==> src/rtl/aqua_pkg.sv <==
// Shared definitions for the multi-tank water level controller:
// FSM state codes, level classification codes and a class check helper.
package aqua_pkg;

    typedef enum logic [3:0] {
        INICIAL    = 4'd0,
        ZERA       = 4'd1,
        OCIOSO     = 4'd2,
        SELECIONA  = 4'd3,
        MEDE       = 4'd4,
        ANALISA    = 4'd5,
        ATUA       = 4'd6,
        ESPERA_VLV = 4'd7,
        ENVIA      = 4'd8,
        MUDA       = 4'd9,
        PROXIMO    = 4'd10,
        INTERVALO  = 4'd11
    } estado_t;

    localparam logic [2:0] CLS_BAIXA      = 3'b001;
    localparam logic [2:0] CLS_ALTA       = 3'b010;
    localparam logic [2:0] CLS_MUITO_ALTA = 3'b011;
    localparam logic [2:0] CLS_NORMAL     = 3'b100;

    // Only the four defined classes move the FSM out of ANALISA.
    function automatic logic cls_conhecida(input logic [2:0] cls);
        return (cls == CLS_BAIXA) || (cls == CLS_ALTA) ||
               (cls == CLS_MUITO_ALTA) || (cls == CLS_NORMAL);
    endfunction

endpackage

==> src/rtl/aqua_temporizador.sv <==
// Parametrised down-counter used for the measurement, valve settle and
// scan interval timers. carrega loads T-1; conta decrements toward zero;
// fim flags a count of zero, so a timer loaded and then counted for T
// cycles raises fim in its T-th counting cycle.
module aqua_temporizador #(
    parameter int unsigned T = 8
) (
    input  logic clock,
    input  logic reset,
    input  logic carrega,
    input  logic conta,
    output logic fim
);

    localparam int W = (T > 1) ? $clog2(T) : 1;
    localparam logic [W-1:0] CARGA = W'(T - 1);

    logic [W-1:0] contagem;

    // Load has priority over counting; counter parks at zero.
    always_ff @(posedge clock or posedge reset) begin
        if (reset) begin
            contagem <= '0;
        end else if (carrega) begin
            contagem <= CARGA;
        end else if (conta && (contagem != '0)) begin
            contagem <= contagem - W'(1);
        end
    end

    assign fim = (contagem == '0);

endmodule

==> src/rtl/aqua_multicanal_uc.sv <==
// Control unit for a multi-tank level monitor. Scans each tank in turn:
// request a measurement, wait for a classification, drive that tank's
// buzzers and valve, let the valve settle, report over UART, then move on.
// After a full scan it idles for an interval with pronto high.
//
// Optional build macro: AQUA_HISTERESE_EN -- an open valve is closed on a
// NORMAL class only after two consecutive NORMAL results for that tank.
//
// state      | meaning
// INICIAL    | power-up, waits for iniciar
// ZERA       | clears valves, buzzers, errors, channel
// OCIOSO     | idle, waits for iniciar
// SELECIONA  | arms measurement timer for current tank
// MEDE       | measurement requested, timeout running
// ANALISA    | classifier enabled, waits for a known class
// ATUA       | applies class to buzzers/valve of current tank
// ESPERA_VLV | valve settle time, cannot be aborted
// ENVIA      | UART character in flight
// MUDA       | one-cycle advance to next character
// PROXIMO    | next tank or end of scan
// INTERVALO  | idle time between scans, pronto high
module aqua_multicanal_uc
    import aqua_pkg::*;
#(
    parameter int unsigned N_CANAIS    = 4,
    parameter int unsigned T_MEDIDA    = 50_000_000,
    parameter int unsigned T_VALVULA   = 50_000_000,
    parameter int unsigned T_INTERVALO = 100_000_000
) (
    input  logic                    clock,
    input  logic                    reset,
    input  logic                    iniciar,
    input  logic                    fim_medida,
    input  logic                    descartar,
    input  logic [2:0]              classificacao,
    input  logic                    classificacao_valida,
    input  logic                    fim_caracter,
    input  logic                    fim_mensagem,
    output logic [((N_CANAIS > 1) ? $clog2(N_CANAIS) : 1)-1:0] canal,
    output logic                    mede,
    output logic                    analisa,
    output logic [N_CANAIS-1:0]     valvulas,
    output logic [N_CANAIS-1:0]     buzzer_alta,
    output logic [N_CANAIS-1:0]     buzzer_baixa,
    output logic                    envia,
    output logic                    muda,
    output logic                    pronto,
    output logic [N_CANAIS-1:0]     erro_timeout,
    output logic [3:0]              db_estado
);

    localparam int CW = (N_CANAIS > 1) ? $clog2(N_CANAIS) : 1;
    localparam logic [CW-1:0] ULTIMO = CW'(N_CANAIS - 1);

    estado_t    estado;
    logic [2:0] cls_reg;

    logic fim_t_medida;
    logic fim_t_valvula;
    logic fim_t_intervalo;

    logic abortar;
    logic vlv_nova;
    logic alta_nova;
    logic baixa_nova;

`ifdef AQUA_HISTERESE_EN
    logic [N_CANAIS-1:0] histerese;
    logic                hist_novo;
`endif

    aqua_temporizador #(.T(T_MEDIDA)) u_t_medida (
        .clock   (clock),
        .reset   (reset),
        .carrega (estado == SELECIONA),
        .conta   (estado == MEDE),
        .fim     (fim_t_medida)
    );

    aqua_temporizador #(.T(T_VALVULA)) u_t_valvula (
        .clock   (clock),
        .reset   (reset),
        .carrega (estado == ATUA),
        .conta   (estado == ESPERA_VLV),
        .fim     (fim_t_valvula)
    );

    aqua_temporizador #(.T(T_INTERVALO)) u_t_intervalo (
        .clock   (clock),
        .reset   (reset),
        .carrega (estado == PROXIMO),
        .conta   (estado == INTERVALO),
        .fim     (fim_t_intervalo)
    );

    // Dropping iniciar returns to idle except during setup and valve settling.
    always_comb begin
        abortar = 1'b0;
        if (!iniciar) begin
            case (estado)
                SELECIONA, MEDE, ANALISA, ATUA, ENVIA, MUDA, PROXIMO, INTERVALO:
                    abortar = 1'b1;
                default:
                    abortar = 1'b0;
            endcase
        end
    end

    // New buzzer/valve values for the current tank given the latched class.
    always_comb begin
        vlv_nova   = valvulas[canal];
        alta_nova  = buzzer_alta[canal];
        baixa_nova = buzzer_baixa[canal];
`ifdef AQUA_HISTERESE_EN
        hist_novo  = 1'b0;
`endif
        case (cls_reg)
            CLS_BAIXA: begin
                baixa_nova = 1'b1;
                alta_nova  = 1'b0;
                vlv_nova   = 1'b0;
            end
            CLS_ALTA: begin
                alta_nova  = 1'b1;
                baixa_nova = 1'b0;
            end
            CLS_MUITO_ALTA: begin
                alta_nova  = 1'b1;
                baixa_nova = 1'b0;
                vlv_nova   = 1'b1;
            end
            CLS_NORMAL: begin
                alta_nova  = 1'b0;
                baixa_nova = 1'b0;
`ifdef AQUA_HISTERESE_EN
                hist_novo  = 1'b1;
                if (histerese[canal]) begin
                    vlv_nova = 1'b0;
                end
`else
                vlv_nova   = 1'b0;
`endif
            end
            default: begin
                vlv_nova   = valvulas[canal];
            end
        endcase
    end

    // Main sequencer: state, channel, per-tank outputs and sticky errors.
    always_ff @(posedge clock or posedge reset) begin
        if (reset) begin
            estado       <= INICIAL;
            canal        <= '0;
            cls_reg      <= '0;
            valvulas     <= '0;
            buzzer_alta  <= '0;
            buzzer_baixa <= '0;
            erro_timeout <= '0;
`ifdef AQUA_HISTERESE_EN
            histerese    <= '0;
`endif
        end else if (abortar) begin
            estado <= OCIOSO;
        end else begin
            case (estado)
                INICIAL: begin
                    if (iniciar) estado <= ZERA;
                end
                ZERA: begin
                    valvulas     <= '0;
                    buzzer_alta  <= '0;
                    buzzer_baixa <= '0;
                    erro_timeout <= '0;
                    canal        <= '0;
`ifdef AQUA_HISTERESE_EN
                    histerese    <= '0;
`endif
                    estado       <= OCIOSO;
                end
                OCIOSO: begin
                    if (iniciar) estado <= SELECIONA;
                end
                SELECIONA: begin
                    estado <= MEDE;
                end
                MEDE: begin
                    if (fim_medida) begin
                        estado <= ANALISA;
                    end else if (descartar) begin
                        estado <= PROXIMO;
                    end else if (fim_t_medida) begin
                        erro_timeout[canal] <= 1'b1;
                        estado              <= PROXIMO;
                    end
                end
                ANALISA: begin
                    if (descartar) begin
                        estado <= PROXIMO;
                    end else if (classificacao_valida && cls_conhecida(classificacao)) begin
                        cls_reg <= classificacao;
                        estado  <= ATUA;
                    end
                end
                ATUA: begin
                    valvulas[canal]     <= vlv_nova;
                    buzzer_alta[canal]  <= alta_nova;
                    buzzer_baixa[canal] <= baixa_nova;
                    erro_timeout[canal] <= 1'b0;
`ifdef AQUA_HISTERESE_EN
                    histerese[canal]    <= hist_novo && !vlv_nova ? 1'b0 : hist_novo;
`endif
                    estado <= (vlv_nova != valvulas[canal]) ? ESPERA_VLV : ENVIA;
                end
                ESPERA_VLV: begin
                    if (fim_t_valvula) estado <= ENVIA;
                end
                ENVIA: begin
                    if (fim_caracter) begin
                        estado <= fim_mensagem ? PROXIMO : MUDA;
                    end
                end
                MUDA: begin
                    estado <= ENVIA;
                end
                PROXIMO: begin
                    if (canal == ULTIMO) begin
                        canal  <= '0;
                        estado <= INTERVALO;
                    end else begin
                        canal  <= canal + CW'(1);
                        estado <= SELECIONA;
                    end
                end
                INTERVALO: begin
                    if (fim_t_intervalo) estado <= OCIOSO;
                end
                default: begin
                    estado <= INICIAL;
                end
            endcase
        end
    end

    // Strobes decode the current state; db_estado mirrors the state register.
    assign mede      = (estado == MEDE);
    assign analisa   = (estado == ANALISA);
    assign envia     = (estado == ENVIA);
    assign muda      = (estado == MUDA);
    assign pronto    = (estado == INTERVALO);
    assign db_estado = 4'(estado);

endmodule

==> config.mk <==
export PLATFORM = sky130hd
export DESIGN_NAME = aqua_multicanal_uc
export DESIGN_NICKNAME = d
export VERILOG_FILES = /design/src/rtl/aqua_pkg.sv /design/src/rtl/aqua_temporizador.sv /design/src/rtl/aqua_multicanal_uc.sv
export SDC_FILE = /design/constraint.sdc
export NUM_CORES = 1
export LEC_CHECK = 0
export ABC_CLOCK_PERIOD_IN_PS = 5300
export CAP_MARGIN = 20
export CORE_UTILIZATION = 64
export CTS_CLUSTER_SIZE = 20
export DETAILED_ROUTE_END_ITERATION = 12
export PLACE_DENSITY = 0.86
export SYNTH_ARGS = -nofsm -noshare
export SYNTH_HDL_FRONTEND = slang
export SYNTH_SLANG_ARGS = --single-unit
==> constraint.sdc <==
create_clock -name clock -period 5.3 [get_ports clock]
set_input_delay 1.325 -clock clock [delete_from_list [all_inputs] [get_ports clock]]
set_output_delay 1.325 -clock clock [all_outputs]
set_load 0.01 [all_outputs]
## After elaboration in Yosys (flattened, before gate mapping)

Memory sizes are Yosys's and may differ from the RTL's.
Index checks and enable logic that the tools add are counted.

- Bits in registers: 104
- Latch bits: 0
- Bits in writable memories: 0
- Bits in read-only memories: 16
- Input bits: 11
- Output and inout port bits: 27
- Word-level logic and storage cells: 127
- Memories kept: 1

Memories:

| name | words | bits a word | rd ports | clocked after memory_dff | wr ports | line | RTL |
|---|---|---|---|---|---|---|---|
| (name not given) | 16 | 1 | 1 | 0 | 0 | aqua_multicanal_uc.sv:100 | `case (estado)` |

- Add/subtract/negate cells: 4
- Multipliers: 0
- Divide/modulo/power cells: 0
- Order comparisons: 2
- Eq/ne operators: 31
- Shifts and indexed selects: 0
- Muxes and demuxes: 45
- Bitwise operators: 5
- Reduce and logical (&&, ||, !) cells: 29

Operators by type and width:

| cell | number |
|---|---|
| $mux W26 | 4 |
| $mux W4 | 16 |
| $mux W27 | 2 |
| $logic_not A26 Y1 | 2 |
| $reduce_bool A26 Y1 | 2 |
| $sub A26 B1 Y26 const B | 2 |
| $pmux W4 S12 | 1 |
| $logic_not A27 Y1 | 1 |
| $reduce_bool A27 Y1 | 1 |
| $sub A27 B1 Y27 const B | 1 |
| $pmux W4 S2 | 3 |
| $eq A4 B3 Y1 const B | 4 |
| $eq A4 B4 Y1 const B | 4 |
| $bwmux W4 | 3 |
| $eq A3 B2 Y1 const B | 4 |
| $ne A3 B3 Y1 const B | 4 |
| $pmux W4 S3 | 1 |
| $reduce_bool A2 Y1 | 5 |
| $eq A4 B2 Y1 const B | 2 |
| $reduce_and A7 Y1 | 1 |
| $bmux W1 S2 | 3 |
| $eq A3 B1 Y1 const B | 2 |
| $eq A3 B3 Y1 const B | 2 |
| $ne A2 B2 Y1 const B | 3 |
| 27 further kinds | 43 |

## Longest topological paths before layout

- Depth in word-level cells: 9
- Depth in mapped cells: 9
- Depth with buffers taken out: 8

## By module

A second synthesis with hierarchy kept.

- Cells, all modules: 624
- Area, all modules: 6202.2 um2

By module, submodules not included:

| module | times used | cells an instance | area each (um2) | seq. area each (um2) |
|---|---|---|---|---|
| aqua_temporizador (u_t_medida ...) | 2 | 150 | 1492.7 | 650.6 |
| aqua_multicanal_uc | 1 | 165 | 1676.6 | 625.6 |
| aqua_temporizador (u_t_intervalo) | 1 | 159 | 1540.2 | 675.6 |

## Least setup slack after synthesis

Ideal clock, no wire load.

- Path kind: register to output
- Start point: reg estado[3], in the netlist db_estado[3]
- End point: out mede
- Arrival time: 1309 ps
- Data required time: 3975 ps
- Path slack: 2666 ps
- Cell stages (with the launch flop): 4
- Path buffers: 1
- Path through: dfrtp_1 clkbuf_1 or4b_1 clkinv_1

- Longest elaborated chain between the ends: 1

RTL lines:

| what | line | RTL |
|---|---|---|
| start, declared | aqua_multicanal_uc.sv:55 | `estado_t estado;` |
| start signal, assigned | aqua_multicanal_uc.sv:213 | `estado <= (vlv_nova != valvulas[canal]) ? ESPERA_VLV : ENVIA;` |
| start signal, assigned | aqua_multicanal_uc.sv:220 | `estado <= fim_mensagem ? PROXIMO : MUDA;` |
| $eq A4 B3 Y1 | aqua_multicanal_uc.sv:246 | `assign mede = (estado == MEDE);` |
| end, declared | aqua_multicanal_uc.sv:40 | `output logic mede,` |

No other way between the ends.

## Worst setup path after layout

- Start point: reg estado[0], in the netlist db_estado[0]
- End point: out mede

Same word-level chain as after synthesis.

==> impl_metrics.py <==
metrics = {
    "setup_path": {
        "critPathRequiredTime_ns": 3.97,
        "regToRegStartpoint": "u_t_intervalo.contagem[8]$_DFFE_PP0P_",
        "crit_fanout": 19,
        "cp-startpoint": "db_estado[0]$_DFFE_PP0P_",
        "path_buf_inv": 2,
        "start_kind": "flop",
        "crit_type": "flop to output pin",
        "slowest_stage": "or4b_1",
        "cp_top_family": "buffers and inverters",
        "arrival_ns": 2.40,
        "path_cells": "or4b_1 -> clkinv_1 -> clkdlybuf4s50_1",
        "end_kind": "output pin",
        "cp_slowest_stage_delay_ns": 0.67,
    },
    "drt": {
        "firstDrtPassIters": 5,
        "vias_per_cell": 6.48,
        "first_iter_violations": 263,
        "vias": 4768,
        "final_antenna_net_count": 0,
        "drc": 0,
        "wl_per_cell_um": 17.8,
        "routed_wl_um": 13100,
    },
    "clocking": {
        "cts_buffers": 9,
        "clk_pin_slew_worst_paths_ns": 0.12,
        "clk_latency_ns": 0.39,
        "cts_resized": 0,
        "clock_sinks": 104,
        "post_cts_buffers": 0,
        "cts_tree": "built",
        "htreeDepth": 3,
        "hold_buffers": 0,
        "cts-root-buf": "clkbuf_8",
        "cts_buffer_depth": 2,
    },
    "timing": {
        "worstMarginPinSlew_ns": 0.926,
        "min_period_ns": 3.72,
        "fmax_mhz": 268,
        "skew_ns": 0.0265,
        "hold_violations": 0,
        "fin_crit_sh": 0.703,
        "max_slew_margin": 0.380,
        "drv_slew": 0,
        "rsz0062_at_grt": "false",
        "fin_ws_ns": 1.58,
        "setup_viol": 0,
        "fin_tns_setup_ns": 0,
    },
    "die": {
        "pin_count": 38,
        "die_area_um2": 9310,
        "core_um2": 8680,
        "dieHeight_um": 96.5,
        "start_util": 0.659,
        "dieWidth_um": 96.5,
        "fp-row-count": 34,
    },
    "placed_design": {
        "place_ws_ns": 2.03,
        "io_buffer_count": 37,
        "hpwlAfterDp_um": 8720,
        "place_area_um2": 6140,
        "dp_cells": 719,
        "routabilityCongestion": 0.880,
    },
    "layout": {
        "top_register": "u_t_intervalo.contagem",
        "reg.largest.list": "u_t_intervalo.contagem x27, u_t_medida.contagem x26, u_t_valvula.contagem x26",
        "area_growth_pct": 11.9,
        "final_nets": 644,
        "layout_commonest_cell": "dfrtp_1",
        "mostFrequentLayoutCells": "104 x dfrtp_1, 66 x nand2_1, 52 x nor2_1",
        "largest_register_ffs": 27,
        "final_area_um2": 6400,
        "fin_cells": 736,
        "num_antenna_cells": 0,
        "layout-drive-gt1-share": 0.0653,
        "fillers": 603,
    },
    "power": {
        "p_comb_frac": 0.294,
        "p_sw_uw": 979,
        "p_seq_frac": 0.481,
        "powerDensity_nw_per_um2": 402,
        "vdd_drop_max_uv": 300,
        "netSwitchingFraction": 0.381,
        "clockPowerShare": 0.225,
        "design_power_total_uw": 2570,
        "intPower_uw": 1590,
        "leakage_uw": 0.00244,
    },
    "yosys": {
        "synth_seq_cells": 104,
        "yosysSeqAreaShare": 0.455,
        "ys.flop_type": "dfrtp_1",
        "syn-instance-count": 597,
        "synth.avg_cell_area_um2": 9.58,
        "synth_fp_nets": 618,
        "async_reset_ff_frac": 1.00,
        "synth_cell_types": 58,
        "syn_area_um2": 5720,
        "ys_warn_count": 0,
        "synth_edf_count": 0,
    },
    "global_routing": {
        "grt_pass1_wl_um": 21400,
        "antenna_found_initial": 0,
        "overflow": 0,
        "grt_usage": 0.299,
        "grt_max_degree": 79,
        "grt_pass1_vias": 4485,
    },
    "hold_path": {
        "hold_class": "flop to flop",
        "hold_path.startpoint": "u_t_intervalo.contagem[15]$_DFFE_PP0P_",
    },
    "job": {
        "maxCapViolCount": 0,
    },
    "outcome": {
        "status": "complete, no violations",
    },
}
[cell usage after synthesis (9+ instances only)]
cell      number  area share
o21ai_0       16       0.014
nand2b_1      14       0.015
nor3_1        26       0.023
or4_1         14       0.018
clkbuf_1      20       0.013
or3_1         12       0.013
xnor2_1       32       0.049
nand4_1       13       0.014
nand2_1       66       0.043
nor2_1        52       0.034
inv_1         15      0.0098
o211ai_1       9       0.012
nor4_1        23       0.025
ha_1          10       0.022
a22o_1        16       0.025
a21oi_1       12       0.011
dfrtp_1      104        0.46
o31ai_1        9       0.012
xor2_1        29       0.044
nand3_1       22       0.019
[metal layers]
layer / GRT usage / routed length [um]
met1: 0.390 / 5690
met2: 0.505 / 6540
met3: 0.0556 / 762
met4: 0.0931 / 134
met5: 0 / 0
[final cells by class]
| class | instances | area (um^2) | share of cell area |
|---|---|---|---|
| Multi-Input combinational cell | 449 | 2930 | 0.458 |
| Tap cell | 108 | 135 | 0.0211 |
| Sequential cell | 104 | 2600 | 0.407 |
| Inverter | 16 | 62.6 | 0.00978 |
| Timing Repair Buffer | 43 | 435 | 0.0680 |
| Clock inverter | 7 | 106 | 0.0166 |
| Clock buffer | 9 | 124 | 0.0194 |
[kinds of logic (layout without fill, tap and decap cells)]
kind of cell             after synthesis  count (layout)  share of synthesized area
AO/OA/AOI/OAI                         85              85                      0.108
XOR/XNOR                              61              61                     0.0935
flip-flops                           104             104                      0.455
adder cells (fa/ha/maj)               10              10                     0.0219
multiplexers                          11              11                     0.0265
buffers and inverters                 44              75                     0.0317
AND/OR/NAND/NOR                      282             282                      0.264
[through the flow]
stage / hold WS [ns] / utilization
global route: 0.497 / 0.737
finish: 0.480 / 0.737
CTS: 0.482 / 0.734
detailed placement: 0.468 / 0.708
floorplan: 0.437 / -
global placement: 0.455 / 0.708
[final timing paths]
kind                                                                to  slack (ns)  depth (start not counted)
worst min register to register  u_t_intervalo.contagem[15]$_DFFE_PP0P_        0.48                          1
worst max register to register                db_estado[2]$_DFFE_PP0P_        2.17                          6
max in group asynchronous                       cls_reg[2]$_DFFE_PP0P_        3.21                          4
min in group asynchronous          u_t_medida.contagem[21]$_DFFE_PP0P_        1.17                          2
worst max-delay path                                              mede        1.58                          3
worst min-delay path            u_t_intervalo.contagem[15]$_DFFE_PP0P_        0.48                          1
[power groups by stage]
stage                     sequential [uW]  combinational, uW  clock (uW)
after floorplan                      1140                624           0
after global placement               1230                708           0
after detailed placement             1240                738           0
after CTS                            1230                749         584
after global routing                 1270                838         612
final                                1240                756         580
No activity file was read; power rests on OpenSTA's default activity.
